## src/rtl/calc_pkg.sv

```systemverilog
// calc_pkg: shared constants, key codes, opcodes and FSM states
// for the keypad calculator sequencer.
package calc_pkg;

    localparam int DEF_OPW    = 11;
    localparam int DEF_RESW   = 21;
    localparam int DEF_MAXDIG = 3;
    localparam int OPLIM      = 999;

    localparam logic [4:0] KEY_ADD = 5'd10;
    localparam logic [4:0] KEY_SUB = 5'd11;
    localparam logic [4:0] KEY_MUL = 5'd12;
    localparam logic [4:0] KEY_DIV = 5'd13;
    localparam logic [4:0] KEY_NEG = 5'd14;
    localparam logic [4:0] KEY_EQ  = 5'd15;
    localparam logic [4:0] KEY_CLR = 5'd16;

    localparam logic [1:0] OP_ADD = 2'b00;
    localparam logic [1:0] OP_SUB = 2'b01;
    localparam logic [1:0] OP_MUL = 2'b10;
    localparam logic [1:0] OP_DIV = 2'b11;

    typedef enum logic [2:0] {
        S_ENTER_A,
        S_ENTER_B,
        S_EXEC,
        S_WAIT,
        S_SHOW,
        S_ERR
    } state_t;

    function automatic logic is_digit(input logic [4:0] k);
        return k <= 5'd9;
    endfunction

    function automatic logic is_oper(input logic [4:0] k);
        return (k >= KEY_ADD) && (k <= KEY_DIV);
    endfunction

    function automatic logic [1:0] key_to_op(input logic [4:0] k);
        logic [1:0] op;
        unique case (k)
            KEY_SUB: op = OP_SUB;
            KEY_MUL: op = OP_MUL;
            KEY_DIV: op = OP_DIV;
            default: op = OP_ADD;
        endcase
        return op;
    endfunction

endpackage

```

## src/rtl/calc_entry_accum.sv

```systemverilog
// calc_entry_accum: decimal operand entry (digits, sign, saturation).
// One instance is shared by A and B; the owner clears it between operands.
module calc_entry_accum
    import calc_pkg::*;
#(
    parameter int OPW    = DEF_OPW,
    parameter int MAXDIG = DEF_MAXDIG,
    localparam int CW    = $clog2(MAXDIG + 1)
) (
    input  logic                  i_clk,
    input  logic                  i_rst,
    input  logic                  i_clear,
    input  logic                  i_digit_en,
    input  logic [3:0]            i_digit,
    input  logic                  i_negate,
    output logic [CW-1:0]         o_count,
    output logic signed [OPW-1:0] o_next_value
);

    localparam int MW = OPW - 1;

    logic [MW-1:0]         r_mag;
    logic                  r_neg;
    logic [CW-1:0]         r_cnt;
    logic [MW-1:0]         w_base_mag;
    logic                  w_base_neg;
    logic [CW-1:0]         w_base_cnt;
    logic [MW-1:0]         w_mag_nxt;
    logic                  w_neg_nxt;
    logic [CW-1:0]         w_cnt_nxt;
    logic signed [OPW-1:0] w_ext;

    // Next entry state: optional clear first, then digit and/or sign toggle
    always_comb begin
        w_base_mag = i_clear ? '0 : r_mag;
        w_base_neg = i_clear ? 1'b0 : r_neg;
        w_base_cnt = i_clear ? '0 : r_cnt;
        w_mag_nxt  = w_base_mag;
        w_neg_nxt  = w_base_neg;
        w_cnt_nxt  = w_base_cnt;
        if (i_digit_en && (w_base_cnt < CW'(MAXDIG))) begin
            w_mag_nxt = w_base_mag * MW'(10) + MW'(i_digit);
            w_cnt_nxt = w_base_cnt + CW'(1);
        end
        if (i_negate) begin
            w_neg_nxt = ~w_base_neg;
        end
    end

    assign w_ext        = {1'b0, w_mag_nxt};
    assign o_next_value = w_neg_nxt ? -w_ext : w_ext;
    assign o_count      = r_cnt;

    // Entry registers; magnitude and sign kept apart so -0 is representable
    always_ff @(posedge i_clk) begin
        if (i_rst) begin
            r_mag <= '0;
            r_neg <= 1'b0;
            r_cnt <= '0;
        end else begin
            r_mag <= w_mag_nxt;
            r_neg <= w_neg_nxt;
            r_cnt <= w_cnt_nxt;
        end
    end

endmodule

```

## src/rtl/calc_sequencer.sv

```systemverilog
// calc_sequencer: keypad control FSM between key decoder and ALU.
// Optional result chaining into a new operation: define CALC_CHAIN_EN.
module calc_sequencer
    import calc_pkg::*;
#(
    parameter int OPW    = DEF_OPW,
    parameter int RESW   = DEF_RESW,
    parameter int MAXDIG = DEF_MAXDIG
) (
    input  logic            clock,
    input  logic            reset,
    input  logic            key_valid,
    input  logic [4:0]      key_code,
    output logic [OPW-1:0]  regA,
    output logic [OPW-1:0]  regB,
    output logic [1:0]      opcode,
    output logic            computestrobe,
    input  logic [RESW-1:0] alu_result,
    output logic [RESW-1:0] display_value,
    output logic            busy,
    output logic            error
);

    localparam int CW = $clog2(MAXDIG + 1);

    state_t                r_state;
    state_t                w_state_nxt;
    logic [OPW-1:0]        r_regA;
    logic [OPW-1:0]        r_regB;
    logic [1:0]            r_opcode;
    logic [RESW-1:0]       r_disp;
    logic                  r_strobe;
    logic                  r_busy;
    logic                  r_err;
    logic                  w_key_ok;
    logic                  w_soft_rst;
    logic                  w_acc_clear;
    logic                  w_acc_digit;
    logic                  w_acc_neg;
    logic                  w_upd_a;
    logic                  w_upd_b;
    logic                  w_op_ld;
    logic                  w_cap;
    logic [CW-1:0]         w_cnt;
    logic signed [OPW-1:0] w_acc_nxt;
    logic [RESW-1:0]       w_acc_disp;
`ifdef CALC_CHAIN_EN
    localparam logic signed [RESW-1:0] LIM = RESW'(OPLIM);
    logic                  w_chain;
    logic                  w_in_range;

    assign w_in_range = ($signed(r_disp) <= LIM) &&
                        ($signed(r_disp) >= -LIM);
`endif

    assign w_key_ok   = key_valid && (r_state != S_EXEC) &&
                        (r_state != S_WAIT);
    assign w_soft_rst = reset || (w_key_ok && (key_code == KEY_CLR));
    assign w_acc_disp = {{(RESW-OPW){w_acc_nxt[OPW-1]}}, w_acc_nxt};

    calc_entry_accum #(
        .OPW    (OPW),
        .MAXDIG (MAXDIG)
    ) u_entry (
        .i_clk        (clock),
        .i_rst        (w_soft_rst),
        .i_clear      (w_acc_clear),
        .i_digit_en   (w_acc_digit),
        .i_digit      (key_code[3:0]),
        .i_negate     (w_acc_neg),
        .o_count      (w_cnt),
        .o_next_value (w_acc_nxt)
    );

    // FSM state register; clear key acts exactly like reset
    always_ff @(posedge clock) begin
        if (w_soft_rst) begin
            r_state <= S_ENTER_A;
        end else begin
            r_state <= w_state_nxt;
        end
    end

    // Next state and datapath load enables from state and accepted key
    always_comb begin
        w_state_nxt = r_state;
        w_acc_clear = 1'b0;
        w_acc_digit = 1'b0;
        w_acc_neg   = 1'b0;
        w_upd_a     = 1'b0;
        w_upd_b     = 1'b0;
        w_op_ld     = 1'b0;
        w_cap       = 1'b0;
`ifdef CALC_CHAIN_EN
        w_chain     = 1'b0;
`endif
        unique case (r_state)
            S_ENTER_A: begin
                if (w_key_ok) begin
                    if (is_digit(key_code)) begin
                        w_acc_digit = 1'b1;
                        w_upd_a     = 1'b1;
                    end else if (key_code == KEY_NEG) begin
                        w_acc_neg = 1'b1;
                        w_upd_a   = 1'b1;
                    end else if (is_oper(key_code)) begin
                        w_op_ld     = 1'b1;
                        w_acc_clear = 1'b1;
                        w_upd_b     = 1'b1;
                        w_state_nxt = S_ENTER_B;
                    end
                end
            end
            S_ENTER_B: begin
                if (w_key_ok) begin
                    if (is_digit(key_code)) begin
                        w_acc_digit = 1'b1;
                        w_upd_b     = 1'b1;
                    end else if (key_code == KEY_NEG) begin
                        w_acc_neg = 1'b1;
                        w_upd_b   = 1'b1;
                    end else if (is_oper(key_code)) begin
                        w_op_ld = (w_cnt == '0);
                    end else if (key_code == KEY_EQ) begin
                        w_state_nxt = (r_opcode == OP_DIV) ? S_ERR : S_EXEC;
                    end
                end
            end
            S_EXEC: begin
                w_state_nxt = S_WAIT;
            end
            S_WAIT: begin
                w_cap       = 1'b1;
                w_state_nxt = S_SHOW;
            end
            S_SHOW: begin
                if (w_key_ok) begin
                    if (is_digit(key_code)) begin
                        w_acc_clear = 1'b1;
                        w_acc_digit = 1'b1;
                        w_upd_a     = 1'b1;
                        w_state_nxt = S_ENTER_A;
                    end
`ifdef CALC_CHAIN_EN
                    else if (is_oper(key_code)) begin
                        if (w_in_range) begin
                            w_chain     = 1'b1;
                            w_op_ld     = 1'b1;
                            w_acc_clear = 1'b1;
                            w_upd_b     = 1'b1;
                            w_state_nxt = S_ENTER_B;
                        end else begin
                            w_state_nxt = S_ERR;
                        end
                    end
`endif
                end
            end
            S_ERR: begin
                w_state_nxt = S_ERR;
            end
            default: begin
                w_state_nxt = S_ENTER_A;
            end
        endcase
    end

    // Operands, opcode and display; display follows the operand being typed
    always_ff @(posedge clock) begin
        if (w_soft_rst) begin
            r_regA   <= '0;
            r_regB   <= '0;
            r_opcode <= OP_ADD;
            r_disp   <= '0;
        end else begin
            if (w_upd_a) begin
                r_regA <= w_acc_nxt;
            end
`ifdef CALC_CHAIN_EN
            if (w_chain) begin
                r_regA <= r_disp[OPW-1:0];
            end
`endif
            if (w_upd_b) begin
                r_regB <= w_acc_nxt;
            end
            if (w_op_ld) begin
                r_opcode <= key_to_op(key_code);
            end
            if (w_state_nxt == S_ERR) begin
                r_disp <= '0;
            end else if (w_cap) begin
                r_disp <= alu_result;
            end else if (w_upd_a || w_upd_b) begin
                r_disp <= w_acc_disp;
            end
        end
    end

    // Status outputs registered from the next state so they align with it
    always_ff @(posedge clock) begin
        if (w_soft_rst) begin
            r_strobe <= 1'b0;
            r_busy   <= 1'b0;
            r_err    <= 1'b0;
        end else begin
            r_strobe <= (w_state_nxt == S_EXEC);
            r_busy   <= (w_state_nxt == S_EXEC) ||
                        (w_state_nxt == S_WAIT);
            r_err    <= (w_state_nxt == S_ERR);
        end
    end

    assign regA          = r_regA;
    assign regB          = r_regB;
    assign opcode        = r_opcode;
    assign computestrobe = r_strobe;
    assign display_value = r_disp;
    assign busy          = r_busy;
    assign error         = r_err;

endmodule

```

## config.mk

```make
export PLATFORM = sky130hd
export DESIGN_NAME = calc_sequencer
export DESIGN_NICKNAME = d
export VERILOG_FILES = /design/src/rtl/calc_pkg.sv /design/src/rtl/calc_entry_accum.sv /design/src/rtl/calc_sequencer.sv
export SDC_FILE = /design/constraint.sdc
export NUM_CORES = 1
export LEC_CHECK = 0
export ABC_AREA = 1
export BUFFER_PORTS_ARGS = -buffer_cell sky130_fd_sc_hd__buf_2
export CAP_MARGIN = 20
export CORE_MARGIN = 2
export CORE_UTILIZATION = 45
export DETAILED_ROUTE_END_ITERATION = 12
export PLACE_DENSITY = 0.68
export SLEW_MARGIN = 20
export SYNTH_ARGS = -nofsm -noshare
export SYNTH_HDL_FRONTEND = slang
export SYNTH_SLANG_ARGS = --single-unit
export TNS_END_PERCENT = 100
```

## constraint.sdc

```tcl
create_clock -name clock -period 3.72 [get_ports clock]
set_input_delay 0.558 -clock clock [delete_from_list [all_inputs] [get_ports clock]]
set_output_delay 0.558 -clock clock [all_outputs]
set_load 0.03 [all_outputs]
```

Word-level counts from Yosys, hierarchy flattened
Cells that the tools add are included.
- input bits: 29
- flip-flop bits (word level): 64
- word-level logic and storage cells: 96
- reductions and logical operators: 14
- bitwise operators: 1
- order comparisons: 4
- equal/unequal tests: 17
- $mul: 1
- mux-type cells: 45
- $add $sub $neg: 3
- operators by type and width (operator ; number):
    21-bit two-way mux ; 2
    3-bit two-way mux ; 12
    5-bit by 4-bit equality test with 1-bit output (second input constant) ; 5
    1-bit two-way mux ; 20
    10-bit two-way mux ; 2
    3-bit case mux with 6 select lines ; 1
    3-bit by 2-bit equality test with 1-bit output (second input constant) ; 4
    11-bit two-way mux ; 1
    10-bit negation with 11-bit output ; 1
    10-bit by 4-bit adder with 10-bit output ; 1
    5-bit by 4-bit <= comparator with 1-bit output (second input constant) ; 2
    10-bit by 3-bit multiplier with 9-bit output (second input constant) ; 1
    3-bit equality test (second input constant) ; 3
    1-bit case mux with 2 select lines ; 4
    3-bit by 2-bit inequality test with 1-bit output (second input constant) ; 2
    2-bit case mux with 3 select lines ; 1
    5-bit equality test (second input constant) ; 1
    5-bit by 4-bit greater-or-equal comparator with 1-bit output (second input constant) ; 1
    1-bit logical AND ; 5
    2-bit two-way mux ; 2
    2-bit OR reduction ; 2
    3-bit by 1-bit equality test with 1-bit output (second input constant) ; 1
    3-bit logical NOT ; 1
    1-bit logical OR ; 3
    other kinds (7) ; 7

Depth between registers and ports, before layout
- depth in word-level cells: 15
- gate-level depth with buffers: 26
- gate-level depth less buffers: 26

Hierarchy
A second synthesis with hierarchy kept.
- cells, all modules: 570
- area total of the unflattened synthesis: 3875.0 um^2
- modules (own cells, without submodules) (module ; cells each ; sequential area each (um^2) ; area each (um^2) ; instances):
    calc_sequencer ; 313 ; 1021.0 ; 2326.0 ; 1
    calc_entry_accum ; 257 ; 260.2 ; 1549.0 ; 1

Worst setup path after synthesis
No wires, ideal clock.
- path kind: in2reg
- from: input port key_code[1]
- to: register r_disp[11] (netlist: display_value[11])
- setup slack: 0.302 ns
- path buffers: 1
- data required time: 3.600 ns
- arrival: 3.299 ns
- cell stages on the path: 21
- path through: o21ai_1 -> nand2_1 -> nand4_2 -> nand2_2 -> nor2_1 -> inv_1 -> nor2_1 -> nor2_1 -> ha_1 -> inv_1 -> fa_1 -> nor2_1 -> nor3b_1 -> nand3_1 -> nand3_1 -> nand2_1 -> inv_1 -> nand4_1 -> nand3_1 -> buf_4 -> a21oi_1
- longest elaborated chain between the ends: 15
- RTL lines (item ; line ; RTL):
    from (decl) ; calc_sequencer.sv:13 ; input logic [4:0] key_code,
    5-bit by 4-bit greater-or-equal comparator with 1-bit output or 5-bit by 4-bit <= comparator with 1-bit output (tied branches) ; calc_pkg.sv:37 ; return (k >= KEY_ADD) && (k <= KEY_DIV);
    1-bit logical AND ; calc_pkg.sv:37 ;
    1-bit two-way mux ; calc_sequencer.sv:106 ; end else if (is_oper(key_code)) begin
    1-bit two-way mux ; calc_sequencer.sv:103 ; end else if (key_code == KEY_NEG) begin
    1-bit two-way mux ; calc_sequencer.sv:100 ; if (is_digit(key_code)) begin
    1-bit two-way mux ; calc_sequencer.sv:99 ; if (w_key_ok) begin
    1-bit case mux with 2 select lines ; calc_sequencer.sv:97 ; unique case (r_state)
    10-bit two-way mux or 2-bit two-way mux (tied branches) ; calc_entry_accum.sv:35, calc_entry_accum.sv:37 ;
    10-bit by 3-bit multiplier with 9-bit output or 2-bit less-than comparator (tied branches) ; calc_entry_accum.sv:42, calc_entry_accum.sv:41 ;
    10-bit by 4-bit adder with 10-bit output or 1-bit logical AND (tied branches) ; calc_entry_accum.sv:42, calc_entry_accum.sv:41 ;
    10-bit two-way mux ; calc_entry_accum.sv:41 ; if (i_digit_en && (w_base_cnt < CW'(MAXDIG))) begin
    10-bit negation with 11-bit output ; calc_entry_accum.sv:51 ; assign o_next_value = w_neg_nxt ? -w_ext : w_ext;
    11-bit two-way mux ; calc_entry_accum.sv:51 ;
    21-bit two-way mux ; calc_sequencer.sv:194 ; end else if (w_upd_a || w_upd_b) begin
    21-bit two-way mux ; calc_sequencer.sv:192 ; end else if (w_cap) begin
    to (signal assigned) ; calc_sequencer.sv:193 ; r_disp <= alu_result;
    to (signal assigned) ; calc_sequencer.sv:195 ; r_disp <= w_acc_disp;
    to (decl) ; calc_sequencer.sv:31 ; logic [RESW-1:0] r_disp;
Several ways; a longest one is shown, not always the timed one. The select of a mux whose other input is x is not followed.
A chain may end at the register's enable or synchronous reset.

Worst setup path in the final report
- from: register r_state[1]
- to: register r_disp[19] (netlist: display_value[19])
- longest elaborated chain between the ends: 13
- RTL lines (item ; line ; RTL):
    from (decl) ; calc_sequencer.sv:26 ; state_t r_state;
    from (signal assigned) ; calc_sequencer.sv:80 ; r_state <= w_state_nxt;
    3-bit by 2-bit inequality test with 1-bit output ; calc_sequencer.sv:56 ; assign w_key_ok = key_valid && (r_state != S_EXEC) &&
    1-bit logical AND (2 in a row) ; calc_sequencer.sv:56 ;
    1-bit two-way mux ; calc_sequencer.sv:99 ;
    1-bit case mux with 2 select lines ; calc_sequencer.sv:97 ;
    10-bit two-way mux or 2-bit two-way mux (tied branches) ; calc_entry_accum.sv:35, calc_entry_accum.sv:37 ;
    10-bit by 3-bit multiplier with 9-bit output or 2-bit less-than comparator (tied branches) ; calc_entry_accum.sv:42, calc_entry_accum.sv:41 ;
    10-bit by 4-bit adder with 10-bit output or 1-bit logical AND (tied branches) ; calc_entry_accum.sv:42, calc_entry_accum.sv:41 ;
    10-bit two-way mux ; calc_entry_accum.sv:41 ;
    10-bit negation with 11-bit output ; calc_entry_accum.sv:51 ;
    11-bit two-way mux ; calc_entry_accum.sv:51 ;
    21-bit two-way mux ; calc_sequencer.sv:194 ;
    21-bit two-way mux ; calc_sequencer.sv:192 ;
Several ways; a longest one is shown, not always the timed one. The select of a mux whose other input is x is not followed.

==> metrics.txt <==
area overhead of the layout relative to synthesis=28.63%; hold_buf cts=0; total number of vias=between 3k and 4k; clock skew after layout=7.144 ps; final-report hold violation count=0; Worst VDD drop=around 0.28 mV; Post-synth EDFFs=0; pins over their slew limit=0; core area=between 0.007 and 0.008 sq mm; synthesized instance count=~510; summed instance area of the synthesized netlist=between 0.003 and 0.004 sq mm; global-route wire length before repair=16.01 mm; Worst setup EP type=flop; Post-layout nets=662; Distinct cells, synth=44; effective utilization at floorplan=46.21%; clk buf depth=2; origin of the worst min-delay path=alu_result[4]; die extent in x=between 90 and 100 microns; Critical Path Most Common Cell=inv_1; pin count of the biggest net entering global routing=31; TritonCTS Sinks=64; overall power consumption=~1800 uW; Power Dens Cells=between 300 and 400 mW/mm^2; number of antenna violations at the first check in global routing=0; ANT nets after route=0; clock transition at the register clock pins on the worst setup and hold paths after CTS=~70 ps; largest incremental delay on the critical path=370 ps; area of the multi-input gates=0.002033 sq mm; final wirelength=approximately 9.9 mm; slew at the pin closest to its max-slew limit=848.8 ps; clock buffers created by TritonCTS=9; number of max-cap violations=0; time the final worst path needs with I/O delays and setup=between 3000 and 4000 ps; synthesized area per cell=6.974 sq um; Root Driver=clkbuf_8; post-detailed-placement half-perimeter wirelength=about 7.4 mm; average vias per placed instance=approximately 5.1; data required time of the critical path=~4000 ps; # setup viols final=0; sum of negative setup slack=0 ps; Critical Path Source Type=flop; final-layout fill cell count=756; class of the tightest hold or removal check=input pin to flop; layout cell share with drive strength beyond 1=between 20 and 30%; CTS HTree Levels=3; Pleak=about 0.0023 uW; reg2reg setup slack=260 ps; flip-flop cell with the highest count after synthesis=dfxtp_1; count of antenna diodes in the layout=0; post-synthesis sequential element count=between 60 and 70; number of top-level design ports=between 70 and 80; start point of the critical path=r_state[1]; fraction of the cycle the final worst path needs=92.90%; kind of cell adding the most delay to the critical path=simple AND/OR/NAND/NOR gates; CTS tree=yes; Placement Rows=32; remaining global-route overflow=0; Slowest-stage cell, CP=fa_2; synthesized net count=554; height of the die=~93 microns; Final GP Congestion=~0.91; post-synthesis sequential area ratio=35.88%; CP Data Arrival Time=between 3000 and 4000 ps; non-filler cells, final=just over 700; reg2reg start=r_state[1]; total routing usage reported by global routing=~23%; DRC violation count after routing=0; clock latency on the worst-skew pair=around 340 ps; FF+latch area=between 0.001 and 0.0015 sq mm; CP Buf/Inv Count=6; result of the run=finished, final reports clean; count of TritonRoute iterations in the first routing pass=4; port buffer count=between 70 and 80; worst max-slew margin expressed relative to the limit=between 40 and 50%; vias in the first global route=around 3.5k; final design utilization=around 60%; ys async rst share=0%; Placed Instances=around 710; crit-path max FO=11; initial drt markers=170; Synthesis Warnings=0; die area=between 0.008 and 0.009 sq mm; FMAX=between 0.2 and 0.3 GHz; mean routed wirelength per cell=about 14 microns; startpoint-to-endpoint class of the critical path=flop to flop
what timing repair did:
item / CTS / global route
setup endpoints to repair: 0 / 21
setup buffers: 0 / 5
resized for setup: 0 / 26
sequential cells by signal (all words and copies together) (netlist names):
name             flops
regA                11
u_entry.o_count      2
r_state              3
error                1
computestrobe        1
opcode               2
display_value       21
u_entry.r_neg        1
busy                 1
regB                11
u_entry.r_mag       10
worst min-delay path: stages:
cell and delay, ps:
buf_2 70, a21oi_1 50, a21oi_1 120
final timing paths:
path,endpoint,cells after the start
max reg2reg,display_value[19],25
max,display_value[19],25
min reg2reg,regA[3],2
min,display_value[4],3
logic make-up after synthesis:
logic type | Yosys count | synth area share (%)
AOI/OAI and AO/OA | 135 | 21.34
xor gates and xnor gates | 10 | 2.453
adders and majority gates | 13 | 4.765
and+or+nand+nor | 203 | 25.40
buffers and inverters | 87 | 10.16
DFF | 64 | 35.88
cells in the final DEF (no fill, tap or decap), types with 3 or more instances in the layout:
cell      instances
a21oi_1          56
buf_2            76
buf_4            39
clkbuf_8         10
dfxtp_1          62
ha_1              9
inv_1            58
inv_2             9
nand2_1          82
nand2_2           9
nand3_1          30
nand3_2           3
nand4_1           4
nor2_1           50
nor2_2            7
nor2_4            3
nor3_1            4
o211ai_1          5
o21ai_0          49
o21ai_2           5
o21bai_1          5
xor2_1            6
final cells by class:
type                       instances  share of cell area, %
clock buffer                      11                  3.078
clock inverter                     5                  1.226
inverter                          68                  5.557
multi-input combinational        361                  44.27
sequential                        64                  28.00
tap                              102                  2.779
timing repair buffer             116                  15.09
Yosys cell counts (2+ instances only):
library cell  number  area (sq um)
o211ai_1           5         37.54
a31oi_1            3         18.77
or2_2              2         12.51
nor2_2             3         18.77
nand2_1           85         319.1
nor2_1            55         206.5
nor3b_1            2         15.01
nor3_1             4         20.02
nand3_1           31         155.2
o21ai_0           50         250.2
a21o_1             2         15.01
inv_1             59         221.5
dfxtp_1           64          1281
clkbuf_8           2         27.53
nand4_1            4         25.02
inv_2              8         30.03
xor2_1             7         61.31
ha_1              12         150.1
nand2_2            7         43.79
nand3_2            2         20.02
o21ai_1            2         10.01
o21ai_2            4         35.03
clkbuf_1          11         41.29
o21bai_1           5         37.54
xnor2_1            3         26.28
a21oi_1           57         285.3
o31ai_1            2         15.01
nor2_4             2         22.52
buf_2              4         20.02
metal layers:
layer	up-vias	share of wire, %	wire length (microns)	track usage [%]
met2	93	49	4838	38.65
met5	-	0	0	0
met3	14	4.8	477	4.915
met4	0	1.4	142	7.721
li1	1893	-	-	-
met1	1730	45	4441	29.26
stage by stage:
stage,hold WS (ps),worst slack (ps),instance area [sq um]
after global placement,478.1,-87.85,4253
final,495.9,264.2,4593
after detailed placement,483.0,-122.3,4253
after CTS,490.6,56.73,4451
after floorplan,514.3,301.7,3571
after global routing,495.7,-37.39,4593
power breakdown:
| part | internal (uW) | total, uW | switching [uW] |
|---|---|---|---|
| Clock | 327 | 593 | 266 |
| Combinational | 152 | 450 | 297 |
| Sequential | 733 | 758 | 24.7 |
| Total | 1210 | 1800 | 588 |
Note: power is estimated with default switching activity, not from simulation.
